### config.mk
export PLATFORM = sky130hd
export DESIGN_NAME = tap_read_arbiter
export DESIGN_NICKNAME = d
export VERILOG_FILES = /design/src/rtl/tap_read_arbiter.sv
export SDC_FILE = /design/constraint.sdc
export NUM_CORES = 1
export LEC_CHECK = 0
export BUFFER_PORTS_ARGS = -buffer_cell sky130_fd_sc_hd__buf_4
export CORE_MARGIN = 2
export CORE_UTILIZATION = 50
export CTS_BUF_LIST = sky130_fd_sc_hd__clkbuf_8
export DETAILED_ROUTE_END_ITERATION = 8
export PLACE_DENSITY = 0.74
export SKIP_LAST_GASP = 1
export SLEW_MARGIN = 20
export SYNTH_ARGS = -nofsm -noshare
export SYNTH_HDL_FRONTEND = slang
export SYNTH_SLANG_ARGS = --single-unit
export TNS_END_PERCENT = 100
### constraint.sdc
create_clock -name CLK_I -period 2.5 [get_ports CLK_I]
set_clock_uncertainty 0.2 [all_clocks]
set_input_delay 0.375 -clock CLK_I [delete_from_list [all_inputs] [get_ports CLK_I]]
set_output_delay 0.375 -clock CLK_I [all_outputs]
set_load 0.03 [all_outputs]
### src/rtl/tap_read_arbiter.sv
// -----------------------------------------------------------------------------
// uart_pkg : address codes shared by the UART debug bridge.
//
// tap_read_arbiter : picks one read source and sends its data as a UART frame.
//   A source is either a host read from the UART command decoder or a
//   peripheral that has unsolicited data. Each frame is one header byte
//   {err, 2'b00, address} followed by the captured word, least significant
//   byte first.
//
// Ports
//   CLK_I            clock, rising edge
//   RST_I            asynchronous active-high reset
//   HOST_REQ_I       host read request (wins over VALID_ADDRESS_I)
//   HOST_ADDR_I      address of the host read
//   HOST_ACK_O       one-cycle pulse when the host request is accepted
//   VALID_ADDRESS_I  peripheral with unsolicited data, ADDR_NOP = none
//   READ_ADDRESS_O   address presented to the read interconnect
//   READ_READY_O     ready to the read interconnect
//   READ_VALID_I     valid from the read interconnect
//   READ_DATA_I      read word from the read interconnect
//   TX_DATA_O        byte to the UART transmitter
//   TX_VALID_O       TX byte valid
//   TX_READY_I       UART transmitter accepts the byte
//   BUSY_O           high whenever a frame is in progress
// -----------------------------------------------------------------------------
package uart_pkg;
  localparam int IRLENGTH = 5;
  localparam logic [IRLENGTH-1:0] ADDR_NOP     = 5'h00;
  localparam logic [IRLENGTH-1:0] ADDR_IDCODE  = 5'h01;
  localparam logic [IRLENGTH-1:0] ADDR_STB0_CS = 5'h02;
  localparam logic [IRLENGTH-1:0] ADDR_STB0_D  = 5'h03;
  localparam logic [IRLENGTH-1:0] ADDR_STB1_CS = 5'h04;
  localparam logic [IRLENGTH-1:0] ADDR_STB1_D  = 5'h05;
  localparam logic [IRLENGTH-1:0] ADDR_DTMCS   = 5'h10;
  localparam logic [IRLENGTH-1:0] ADDR_DMI     = 5'h11;
endpackage

module tap_read_arbiter
  import uart_pkg::*;
#(
  parameter int READ_WIDTH     = 41,
  parameter int TIMEOUT_CYCLES = 255
) (
  input  logic                  CLK_I,
  input  logic                  RST_I,
  input  logic                  HOST_REQ_I,
  input  logic [IRLENGTH-1:0]   HOST_ADDR_I,
  output logic                  HOST_ACK_O,
  input  logic [IRLENGTH-1:0]   VALID_ADDRESS_I,
  output logic [IRLENGTH-1:0]   READ_ADDRESS_O,
  output logic                  READ_READY_O,
  input  logic                  READ_VALID_I,
  input  logic [READ_WIDTH-1:0] READ_DATA_I,
  output logic [7:0]            TX_DATA_O,
  output logic                  TX_VALID_O,
  input  logic                  TX_READY_I,
  output logic                  BUSY_O
);

  // The shift register holds at least six bytes so a DMI word always leaves
  // zeros in the unused top bits of its last byte.
  localparam int SHIFT_W = (READ_WIDTH > 48) ? ((READ_WIDTH + 7) / 8) * 8 : 48;
  localparam int CNT_W   = $clog2(TIMEOUT_CYCLES + 1);
  localparam int BYTES_W = $clog2(SHIFT_W / 8 + 1);

  typedef enum logic [1:0] {
    ST_IDLE,
    ST_REQ,
    ST_HDR,
    ST_DATA
  } state_t;

  state_t               state_reg, state_next;
  logic [IRLENGTH-1:0]  addr_reg, addr_next;
  logic [SHIFT_W-1:0]   shift_reg, shift_next;
  logic [BYTES_W-1:0]   count_reg, count_next;
  logic [CNT_W-1:0]     timer_reg, timer_next;
  logic                 err_reg, err_next;
  logic                 ack_reg, ack_next;
  logic [BYTES_W-1:0]   load_count;

  // Number of payload bytes for the latched address.
  always_comb begin
    load_count = BYTES_W'(4);
    if (addr_reg == ADDR_DMI) begin
      load_count = BYTES_W'(6);
    end else if ((addr_reg == ADDR_STB0_CS) || (addr_reg == ADDR_STB1_CS)) begin
      load_count = BYTES_W'(1);
    end
  end

  always_ff @(posedge CLK_I or posedge RST_I) begin
    if (RST_I) begin
      state_reg <= ST_IDLE;
      addr_reg  <= ADDR_NOP;
      shift_reg <= '0;
      count_reg <= '0;
      timer_reg <= '0;
      err_reg   <= 1'b0;
      ack_reg   <= 1'b0;
    end else begin
      state_reg <= state_next;
      addr_reg  <= addr_next;
      shift_reg <= shift_next;
      count_reg <= count_next;
      timer_reg <= timer_next;
      err_reg   <= err_next;
      ack_reg   <= ack_next;
    end
  end

  always_comb begin
    state_next = state_reg;
    addr_next  = addr_reg;
    shift_next = shift_reg;
    count_next = count_reg;
    timer_next = timer_reg;
    err_next   = err_reg;
    ack_next   = 1'b0;

    case (state_reg)
      ST_IDLE: begin
        // Host read has priority; a peripheral still waiting is picked up on
        // the next IDLE cycle because it keeps VALID_ADDRESS_I asserted.
        if (HOST_REQ_I) begin
          addr_next  = HOST_ADDR_I;
          ack_next   = 1'b1;
          timer_next = '0;
          err_next   = 1'b0;
          state_next = ST_REQ;
        end else if (VALID_ADDRESS_I != ADDR_NOP) begin
          addr_next  = VALID_ADDRESS_I;
          timer_next = '0;
          err_next   = 1'b0;
          state_next = ST_REQ;
        end
      end

      ST_REQ: begin
        // READ_READY_O is high throughout REQ, so READ_VALID_I alone marks
        // the transfer edge. A transfer on the last allowed cycle still wins.
        if (READ_VALID_I) begin
          shift_next = SHIFT_W'(READ_DATA_I);
          count_next = load_count;
          state_next = ST_HDR;
        end else if (timer_reg == CNT_W'(TIMEOUT_CYCLES - 1)) begin
          err_next   = 1'b1;
          shift_next = '0;
          count_next = load_count;
          state_next = ST_HDR;
        end else begin
          timer_next = timer_reg + 1'b1;
        end
      end

      ST_HDR: begin
        if (TX_READY_I) begin
          state_next = ST_DATA;
        end
      end

      ST_DATA: begin
        if (TX_READY_I) begin
          shift_next = shift_reg >> 8;
          count_next = count_reg - 1'b1;
          if (count_reg == BYTES_W'(1)) begin
            state_next = ST_IDLE;
          end
        end
      end

      default: begin
        state_next = ST_IDLE;
      end
    endcase
  end

  // Outputs are decoded from state and registers only, so TX_DATA_O cannot
  // move while a byte is stalled.
  assign HOST_ACK_O     = ack_reg;
  assign READ_READY_O   = (state_reg == ST_REQ);
  assign READ_ADDRESS_O = (state_reg == ST_REQ) ? addr_reg : ADDR_NOP;
  assign TX_VALID_O     = (state_reg == ST_HDR) || (state_reg == ST_DATA);
  assign BUSY_O         = (state_reg != ST_IDLE);

  always_comb begin
    TX_DATA_O = 8'h00;
    if (state_reg == ST_HDR) begin
      TX_DATA_O = {err_reg, 2'b00, addr_reg[4:0]};
    end else if (state_reg == ST_DATA) begin
      TX_DATA_O = shift_reg[7:0];
    end
  end

endmodule

### Word level (Yosys, flattened, before mapping)

Cells that the tools add are included.

* $add $sub $neg: 2
* equality and inequality tests: 16
* mux-type cells: 35
* reduce and logical (&&, ||, !) cells: 13

Operators by type and width (number)
* $mux W48: 3
* $pmux W48 S2: 1
* $mux W8: 6
* $pmux W8 S2: 1
* $mux W3: 5
* $mux W5: 3
* $mux W2: 7
* $ne A2 B2 Y1 const B: 5
* $add A8 B1 Y8 const B: 1
* $eq A8 B8 Y1 const B: 1
* $pmux W2 S4: 1
* $reduce_and A4 Y1: 2
* $reduce_bool A2 Y1: 4
* $mux W1: 6
* $pmux W3 S2: 1
* $eq A5 B2 Y1 const B: 1
* $eq A5 B3 Y1 const B: 1
* $eq A5 B5 Y1 const B: 1
* $reduce_and A5 Y1: 1
* $reduce_bool A5 Y1: 1
* $eq A2 B2 Y1 const B: 2
* $eq A3 B1 Y1 const B: 1
* $ne A3 B1 Y1 const B: 1
* $ne A3 B3 Y1 const B: 1
* 8 further kinds: 9

* flip-flop bits (word level): 68
* output and inout port bits: 17
* logic and storage cells: 73

### Logic depth before layout (Yosys ltp)

* depth after elaboration: 7
* mapped depth: 9
* gate-level depth less buffers: 6

### Worst setup path after synthesis

Ideal clock, no wire load.

* kind: register -> output
* start point: register state_reg[1]
* end point: output port TX_DATA_O[0]
* data arrival time: 1.747 ns
* data required time: 1.925 ns
* path slack: 0.178 ns
* cell stages (with the launch flop): 6
* cell sequence: dfrtp_1 -> ha_1 -> buf_2 -> buf_1 -> nand2_1 -> o21ai_0

* longest elaborated chain between the ends: 3
* elaborated cells between the ends (all ways): 4

Ends and longest elaborated chain
* from (decl): line 73 `state_t state_reg, state_next;`
* from (signal assigned): line 102 `state_reg <= state_next;`
* $eq A2 B2 Y1: line 190 `end else if (state_reg == ST_DATA) begin`
* $mux W8: line 190
* $mux W8 *: line 188 `if (state_reg == ST_HDR) begin`
* to (decl): line 54 `output logic [7:0] TX_DATA_O,`

Every way passes the cells marked *; elsewhere a longest branch is shown, timed or not.

### Final worst setup path

* start point: register state_reg[1]
* end point: output port TX_DATA_O[5]

The elaborated chain is that of the path after synthesis.

==> flow_summary_export.csv <==
group,metric,value,unit
routing,wirelength,7460,microns
timing,final.min_clock_period,2.34,ns
synthesis,synth_cell_count_leaders,"sky130_fd_sc_hd__dfrtp_1 (61), sky130_fd_sc_hd__nand2_1 (34), sky130_fd_sc_hd__a22o_1 (33), sky130_fd_sc_hd__mux2_4 (33), sky130_fd_sc_hd__inv_1 (22)",
synthesis,synthDominantCellAreaShare,43.2,%
setup_path,r2r_slack,0.25,ns
clock_tree,root_buffer,"sky130_fd_sc_hd__clkbuf_8",
synthesis,synth.ff_latch_count,61,
synthesis,yosysWarnings,0,
timing,setup_viol_count_final,0,
worst_hold_path,holdCritPathClass,"in -> reg",
synthesis,syn-cell-area,0.00354,sq mm
setup_path,path_max_fanout,29,
power,p_int,3170,uW
clock_tree,clock_path_buffers,2,
timing,finalSetupTns,0,ns
synthesis,synth_async_sr_flop_share,100,%
routing,drcViolationCount,0,
setup_path,cp_slowest_cell,"sky130_fd_sc_hd__dfrtp_1",
routing,postRouteAntennaNets,0,
clock_tree,htreeDepth,3,
final_layout,final_layout_size_suffix_gt1_share,36.6,%
synthesis,synth-main-ff-cell,"sky130_fd_sc_hd__dfrtp_1",
clock_tree,tritoncts_buffers,9,
timing,timing.final.crit_share,93.6,%
timing,fmax,427,MHz
final_layout,diodes,0,
floorplanning,initial_utilization,51.8,%
synthesis,yosysUniqueCellTypes,52,
setup_path,timing.critical_path.cells,"ha_2 -> buf_8 -> clkinvlp_4 -> nor3b_1 -> buf_4",
synthesis,synthTopCellsByArea,"sky130_fd_sc_hd__dfrtp_1 (43%), sky130_fd_sc_hd__mux2_4 (14%), sky130_fd_sc_hd__a22o_1 (8.2%), sky130_fd_sc_hd__mux2i_1 (4.0%), sky130_fd_sc_hd__nand2_1 (3.6%)",
synthesis,synth_edf_count,0,
floorplanning,design.die.area,0.00776,sq mm
setup_path,timing.critical_path.required,1.92,ns
power,p_clk_share,16.3,%
timing,finalMaxSlewViolations,0,
placement,dpl_cells,474,
timing,maxSlewHeadroom,67.6,%
setup_path,timing.critical_path.buf_inv,3,
clock_tree,clk_pin_slew_worst_paths,0.07,ns
floorplanning,die-width,88.1,microns
synthesis,post_synth_inst_count,317,
floorplanning,floorplan.rows,30,
power,power_density,1170,mW/mm^2
final_layout,final_cells,492,
global_route,track_usage,20.8,%
synthesis,synthMostInstantiatedCell,"sky130_fd_sc_hd__dfrtp_1",
clock_tree,tritoncts,"yes",
power,combinational_cell_fraction_of_total_power,51.9,%
routing,drt-pass1-iter-count,4,
floorplanning,ios,73,
power,share_seq_of_total_power,31.9,%
routing,drtIter0Drc,198,
final_layout,layout.nets,455,
floorplanning,core_box_area,0.00683,sq mm
power,p_sw,1960,uW
global_route,maximum_number_of_pins_on_one_net_before_global_route_repair,42,
floorplanning,floorplan.die.height,88.1,microns
power,max-vdd-ir-drop,0.462,mV
worst_hold_path,holdPathStages,3,
setup_path,critical_path_cell_count,5,
global_route,grt_pass1_vias,2587,
outcome,outcome,"finished, final reports clean",
timing,report.final.hold_viol_count,0,
synthesis,synth_area_per_cell,11.2,sq um
final_layout,syn2layout_area_growth,23.9,%
routing,average_via_count_per_standard_cell,5.32,
global_route,grt-ovfl-total,0,
setup_path,critical_path.startpoint_type,"flop",
power,netSwitchingFraction,38.2,%
placement,port_buffers,72,
run,maxCapViolCount,0,
setup_path,path_delay_family,"buffers and inverters",
routing,route.vias.total,2619,
setup_path,reg2reg_depth,7,
setup_path,worst-setup-path-type,"reg -> out",
setup_path,critPathCaptureType,"output port",
placement,detailedPlacementHpwl,5430,microns
synthesis,synth_top_area_cell,"sky130_fd_sc_hd__dfrtp_1",
timing,worst_slew_pin_slew,0.485,ns
placement,finalWeightedCongestion,0.851,
power,p_leak,0.00211,uW
timing,rsz0062_at_grt,"no",
setup_path,arrival,1.77,ns
setup_path,critPathMaxStageDelay,0.40,ns
final_layout,largest_register_ffs,41,
synthesis,syn-num-nets,381,
synthesis,ys_seq_area_share,43.2,%
clock_tree,worst_skew_pair.late_latency,0.33,ns
global_route,grt_pass1_wl,12500,microns
global_route,antenna_violations_before_repair,0,
clock_tree,clock-sinks,61,
routing,wl_per_cell,15.2,microns
[timing repair]
item,CTS,global route
gates resized for setup,1,4
hold buffers,1,0
setup buffers,0,1
setup endpoints to repair,1,5
endpoints found under the hold margin,21,0
cloned,0,0
pin swaps,0,0
[through the flow]
stage	power, uW	util [%]	area [sq um]	hold slack (ns)	worst slack [ns]
after detailed placement	4280	60.8	4150	0.242	0.273
after CTS	5140	63.8	4360	0.0706	0.0365
after global routing	5510	64.1	4380	0.0867	0.0226
after floorplan	3770	-	3540	0.274	0.178
final	5140	64.1	4380	0.0814	0.159
after global placement	4180	60.8	4150	0.239	0.300
[power groups by stage]
stage               registers, uW  logic [uW]  clock network [uW]
floorplan                    1570        2200                   0
global placement             1620        2560                   0
detailed placement           1640        2630                   0
CTS                          1630        2650                 860
global route                 1690        2910                 908
finish                       1640        2660                 837
[cell usage in the layout (no fill, tap or decap), types with 4 or more instances in the layout]
cell type                  synthesis  routed
sky130_fd_sc_hd__mux2_4           33      33
sky130_fd_sc_hd__clkbuf_8          0       9
sky130_fd_sc_hd__buf_4             0      76
sky130_fd_sc_hd__and2_1            7       7
sky130_fd_sc_hd__nand3_1           5       5
sky130_fd_sc_hd__ha_1              8       6
sky130_fd_sc_hd__dfrtp_1          61      61
sky130_fd_sc_hd__o211ai_1          4       4
sky130_fd_sc_hd__inv_1            22      21
sky130_fd_sc_hd__a22o_1           33      33
sky130_fd_sc_hd__buf_12            4       4
sky130_fd_sc_hd__o21ai_0          18      18
sky130_fd_sc_hd__mux2i_1          14      14
sky130_fd_sc_hd__a21oi_1           6       6
sky130_fd_sc_hd__nand2_1          34      34
sky130_fd_sc_hd__nor2_1            9       8
[cell type report]
class,count,area (sq um)
fill,555,2450
inverter,22,86.3
clock buffer,9,124
clock inverter,7,67.6
tap,96,120
timing repair buffer,82,676
sequential,61,1530
multi-input combinational,215,1780
[layer usage]
layer  GRT usage, %  part of all wire (%)  up-vias
li1               -                     -     1290
met1           29.6                    46     1233
met2           31.5                    46       88
met3           3.77                   6.3        8
met4           8.68                   1.4        0
met5              0                     0        -
[worst min-delay path, cell delays in order]
cell                      delay, ns
sky130_fd_sc_hd__buf_4         0.11
sky130_fd_sc_hd__nand2_1       0.04
sky130_fd_sc_hd__mux2i_1       0.05
[cell families after synthesis]
group                    synth area share, %
AND/OR/NAND/NOR                         12.0
adder cells (fa/ha/maj)                 2.83
buffers and inverters                   6.83
AO/OA/AOI/OAI                           16.0
multiplexers                            18.9
XOR/XNOR                               0.248
flip-flops                              43.2
[final timing paths]
kind	from	end
worst min-delay path	READ_DATA_I[35]	shift_reg[35]$_DFFE_PP0P_
worst max register to register	state_reg[1]$_DFFE_PP0P_	shift_reg[22]$_DFFE_PP0P_
min in group asynchronous	RST_I	shift_reg[36]$_DFFE_PP0P_
worst max-delay path	state_reg[1]$_DFFE_PP0P_	TX_DATA_O[5]
max in group asynchronous	RST_I	err_reg$_DFFE_PP0P_
worst min register to register	count_reg[1]$_DFFE_PP0P_	count_reg[1]$_DFFE_PP0P_
Note: power is estimated with default switching activity, not from simulation.
